`src/rtl/cgra_obi_master_cut.sv`:
```
// Register cut between a CGRA OBI master and an external bus port.
// Holds one request slot, registers responses, and limits transactions in flight.
module cgra_obi_master_cut #(
  parameter int MAX_OUTSTANDING = 2
) (
  input  logic        clk_i,
  input  logic        rst_i,

  input  logic        s_req_i,
  output logic        s_gnt_o,
  input  logic [31:0] s_addr_i,
  input  logic        s_we_i,
  input  logic [3:0]  s_be_i,
  input  logic [31:0] s_wdata_i,
  output logic        s_rvalid_o,
  output logic [31:0] s_rdata_o,

  output logic        m_req_o,
  input  logic        m_gnt_i,
  output logic [31:0] m_addr_o,
  output logic        m_we_o,
  output logic [3:0]  m_be_o,
  output logic [31:0] m_wdata_o,
  input  logic        m_rvalid_i,
  input  logic [31:0] m_rdata_i,

  output logic        busy_o,
  output logic        err_o
);

  localparam int              CW      = $clog2(MAX_OUTSTANDING + 1);
  localparam logic [CW-1:0]   CNT_MAX = CW'(MAX_OUTSTANDING);
  localparam logic [CW:0]     INF_MAX = (CW + 1)'(MAX_OUTSTANDING);

  logic          slot_valid;
  logic [CW-1:0] cnt;
  logic [CW:0]   inflight;
  logic          m_hs;
  logic          s_hs;

  assign inflight = {1'b0, cnt} + {{CW{1'b0}}, slot_valid};
  assign m_hs     = slot_valid & m_gnt_i;

  // A response arriving this cycle frees a credit that a new request may reuse immediately.
  assign s_gnt_o  = ~rst_i & s_req_i & (~slot_valid | m_gnt_i)
                  & ((inflight < INF_MAX) | m_rvalid_i);
  assign s_hs     = s_req_i & s_gnt_o;

  assign m_req_o  = slot_valid;
  assign busy_o   = slot_valid | (cnt != '0) | s_rvalid_o;

  // NOTE: all state, including the data fields, is cleared so outputs read zero after reset.
  always_ff @(posedge clk_i) begin
    if (rst_i) begin
      slot_valid <= 1'b0;
      m_addr_o   <= '0;
      m_we_o     <= 1'b0;
      m_be_o     <= '0;
      m_wdata_o  <= '0;
      cnt        <= '0;
      s_rvalid_o <= 1'b0;
      s_rdata_o  <= '0;
      err_o      <= 1'b0;
    end else begin
      if (s_hs) begin
        slot_valid <= 1'b1;
        m_addr_o   <= s_addr_i;
        m_we_o     <= s_we_i;
        m_be_o     <= s_be_i;
        m_wdata_o  <= s_wdata_i;
      end else if (m_hs) begin
        slot_valid <= 1'b0;
      end

      s_rvalid_o <= m_rvalid_i;
      s_rdata_o  <= m_rdata_i;

      // A response with nothing outstanding is forwarded but flagged; the counter never wraps.
      if (m_rvalid_i && (cnt == '0)) begin
        err_o <= 1'b1;
      end

      if (m_hs && !m_rvalid_i) begin
        if (cnt == CNT_MAX) begin
          err_o <= 1'b1;
        end else begin
          cnt <= cnt + CW'(1);
        end
      end else if (!m_hs && m_rvalid_i && (cnt != '0)) begin
        cnt <= cnt - CW'(1);
      end
    end
  end

endmodule

```
`config.mk`:
```
export PLATFORM = sky130hd
export DESIGN_NAME = cgra_obi_master_cut
export DESIGN_NICKNAME = d
export VERILOG_FILES = /design/src/rtl/cgra_obi_master_cut.sv
export SDC_FILE = /design/constraint.sdc
export NUM_CORES = 1
export LEC_CHECK = 0
export CAP_MARGIN = 15
export CORE_ASPECT_RATIO = 0.6
export CORE_MARGIN = 4
export CORE_UTILIZATION = 40
export DETAILED_ROUTE_END_ITERATION = 8
export PLACE_DENSITY = 0.91
export SLEW_MARGIN = 20
export SYNTH_ARGS = -nofsm -noshare
export SYNTH_HDL_FRONTEND = slang
export SYNTH_SLANG_ARGS = --single-unit
```
`constraint.sdc`:
```
create_clock -name clk_i -period 2.4 [get_ports clk_i]
set_input_delay 0.72 -clock clk_i [delete_from_list [all_inputs] [get_ports clk_i]]
set_output_delay 0.72 -clock clk_i [all_outputs]
set_load 0.005 [all_outputs]
```
# Word level (Yosys, flattened, before mapping)
# Cells that the tools add are included.
# word_totals
regBits	106
latchBits	0
mem_bits_rw	0
romBits	0
in_bits	106
out_inout_bits	106
wordCells	45
n_memories	0
# classes
addsub	3
mul	0
div_mod_pow	0
n_lt_le_gt_ge	1
eq_ne	2
n_shift	0
n_mux	8
bitwise	11
reduce_logical	11
# op_table
operator	count
2-to-1 mux 2 bit	3
nonzero test 2 bit	3
bitwise AND 1 bit	5
2-to-1 mux 1 bit	5
logical AND 1 bit	4
OR 1 bit	4
adder 2 x 1 -> 3 bit	1
less-than comparator 3 x 2 -> 1 bit (second input constant)	1
adder 2 x 1 -> 2 bit (second input constant)	1
equality test 2 bit (second input constant)	1
zero test 1 bit	2
zero test 2 bit	1
!= test 2 bit (second input constant)	1
NOT 1 bit	2
AND reduction 2 bit	1
subtractor 2 x 1 -> 2 bit (second input constant)	1

# Longest topological paths before layout
# depth
word_depth	6
ltp_mapped	5
ltp_nobuf	3

# Worst setup path after synthesis
# Ideal clock, no wire load.
# synth_path
kind	input port to output port
startpoint	input m_gnt_i
endpoint	output s_gnt_o
arrival_ns	1.314
t_required_ns	1.680
setup_slack_ns	0.366
stages	4
path_cell_list	nand2b_1 > o2111ai_4 > buf_6 > inv_1
# synth_between
elab_chain_cells	3
# synth_rtl
item	line_no	source
start, declared	19	input logic m_gnt_i,
OR 1 bit	45	assign s_gnt_o = ~rst_i & s_req_i & (~slot_valid | m_gnt_i)
bitwise AND 1 bit	45	
bitwise AND 1 bit	46	& ((inflight < INF_MAX) | m_rvalid_i);
end, declared	10	output logic s_gnt_o,
# No other way between the ends.

# Worst setup path in the final report
# layout_path
startpoint	input s_req_i
endpoint	output s_gnt_o
# layout_between
elab_chain_cells	3
# layout_rtl
item	line_no	source
start, declared	9	input logic s_req_i,
bitwise AND 1 bit (2 in a row)	45	
bitwise AND 1 bit	46	
# No other way between the ends.

==> flow_summary.json <==
{
  "gp_congestion": 0.7629,
  "yosys-top-cells-area": "dfxtp_1 (56%), mux2_2 (19%), nor2b_1 (16%)",
  "dieArea_um2": 11180,
  "mostFrequentLayoutCells": "clkdlybuf4s50_1 (206), dfxtp_1 (105), nor2b_1 (99)",
  "insertion_delay_ns": 0.33,
  "rrSetupSlack_ns": 0.48,
  "final_common_cell": "clkdlybuf4s50_1",
  "diodes": 0,
  "p_leak_nw": 2.525,
  "slew_headroom_pct": 30.07,
  "p_int_mw": 3.143,
  "slew_violations": 0,
  "min_to": "err_o",
  "cp-end-kind": "output port",
  "area_growth_pct": 65.62,
  "grt_overflow": 0,
  "rr_worst_depth": 4,
  "worst_ep_arrival_time_ns": 1.55,
  "seqPwrFrac_pct": 48.1,
  "layout_worst_path_cycle_share_pct": 94.59,
  "r2r_start": "m_req_o",
  "num_vias": 2969,
  "status": "completed",
  "worstMarginPinSlew_ns": 1.049,
  "p_sw_share_pct": 21.96,
  "initial_core_util_pct": 41.24,
  "p_sw_mw": 0.8843,
  "final_util_pct": 68.31,
  "ys.flop_type": "dfxtp_1",
  "post_drt_wl_per_cell_um": 15.77,
  "pwr-share-comb_pct": 17.0,
  "dpl.hpwl_um": 7835,
  "grt_pass1_wl_um": 16520,
  "p_clk_share_pct": 34.9,
  "ys_seq_area_share_pct": 55.79,
  "cts_made_buffers": 9,
  "place_area_um2": 5998,
  "async_reset_ff_share_pct": 0,
  "drive_gt1_share_pct": 16.79,
  "cts_tree": "done",
  "powerDensity_nw_per_um2": 639.3,
  "rsz0062_at_grt": "no",
  "finClkSkew_ns": 0.004486,
  "syn_area_um2": 3804,
  "antenna_found_initial": 0,
  "synth_area_per_cell_um2": 12.00,
  "fin_area_um2": 6300,
  "postRouteAntennaNets": 0,
  "cts_sinks": 106,
  "setup_tns_ns": 0,
  "yosysTopAreaCell": "dfxtp_1",
  "h-tree-depth": 3,
  "setup_viol": 0,
  "post_cts_buffers": 0,
  "path_max_fanout": 2,
  "worst_r2r_endpoint": "m_wdata_o[18]",
  "power_mw": 4.028,
  "ios": 212,
  "grt_max_degree": 106,
  "synth_edf_count": 0,
  "cap_violations": 0,
  "fin_crit_ns": 2.270,
  "clock.fmax_mhz": 440.5,
  "drtIter0Drc": 47,
  "vias_per_cell": 4.498,
  "die_w_um": 133.9,
  "gr-usage-all-layers_pct": 18.63,
  "first_pass_iters": 4,
  "fin_ws_ns": 0.1298,
  "drc": 0,
  "coreArea_um2": 9223,
  "min_from": "err_o",
  "start_kind": "primary input",
  "synthesis.nets": 423,
  "hold_path_class": "flip-flop to flip-flop",
  "timing_hold_violations_final": 0,
  "synth_top_area_share_pct": 55.79,
  "place_ws_ns": -0.4182,
  "required_ns": 1.68,
  "drt_wl_total_um": 10410,
  "rows": 27,
  "ctsHoldBuffers": 0,
  "cts_root_buffer": "clkbuf_16",
  "grt_pass1_vias": 3225,
  "clockBufferDepth": 2,
  "synthCells": 317,
  "ys_warn_count": 0,
  "clk_pin_slew_ns": 0.07,
  "die_y_um": 83.54,
  "fin_nets": 631,
  "holdPathStages": 2,
  "ys_seq_elements": 106,
  "io_buffers": 211,
  "ir_worst_vdd_v": 0.0004642,
  "path_class": "primary input to output port",
  "ys_types": 26
}
[how the worst max path moves through the flow]
stage                    endpoint  depth (start not counted)  startpoint
global placement          s_gnt_o                          5     m_gnt_i
CTS                 m_wdata_o[18]                          4  m_rvalid_i
global route              s_gnt_o                          4     s_req_i
detailed placement        s_gnt_o                          5     m_gnt_i
finish                    s_gnt_o                          4     s_req_i
floorplan                 s_gnt_o                          4     m_gnt_i
[per-layer routing]
layer | GRT usage [%] | up-vias | share of wire, % | wire (um)
met1 | 20.05 | 1371 | 38 | 3995
met3 | 9.217 | 14 | 11 | 1189
met5 | 0 | - | 0 | 0
li1 | - | 1448 | - | -
met4 | 5.229 | 0 | 1.5 | 159
met2 | 32.48 | 136 | 49 | 5063
[worst max-delay path, cell delays in order]
cell             delay (ns)
clkdlybuf4s50_1        0.51
o2111ai_4              0.14
inv_1                  0.07
buf_2                  0.11
[synth_stat cells (2+ instances only)]
cell type,number
a21oi_1,2
buf_6,4
mux2_2,64
buf_4,3
mux2_1,5
clkbuf_1,9
inv_1,4
nand2_1,3
dfxtp_1,106
and2b_1,3
nor2b_1,99
[final cells by class]
class                      count  area [um^2]
multi-input combinational    188         1559
timing repair buffer         216         2150
clock inverter                 4        33.78
clock buffer                  12        256.5
sequential                   106         2123
inverter                       4        15.01
tap                          130        162.7
fill                         670         2923
[registers in the layout (all words and copies together) (netlist names)]
name,flops
m_be_o,4
m_we_o,1
m_addr_o,32
s_rvalid_o,1
err_o,1
s_rdata_o,32
m_req_o,1
cnt,2
m_wdata_o,32
[metrics by stage]
step / cells / hold slack (ns)
after floorplan: 317 / 0.4521
after global routing: 660 / 0.5162
final: 660 / 0.4742
after detailed placement: 644 / 0.4656
after CTS: 660 / 0.4809
after global placement: 644 / 0.4452
[kinds of logic after synthesis]
| family | share of synthesized area [%] |
|---|---|
| AND/OR/NAND/NOR | 17.89 |
| flip-flops | 55.79 |
| multiplexers | 20.69 |
| buffers and inverters | 3.420 |
| AO/OA/AOI/OAI | 2.204 |
[power groups by stage]
stage	clock network (mW)	registers (mW)	logic, mW
global route	1.54	1.96	0.733
finish	1.40	1.94	0.685
detailed placement	0	1.98	0.692
CTS	1.45	1.94	0.695
global placement	0	1.97	0.673
floorplan	0	1.99	0.216
[what timing repair did]
action	CTS	global route
gates resized for setup	7	3
setup endpoints to repair	51	70
pin swaps	0	0
Power figures use the tool's default switching activity.
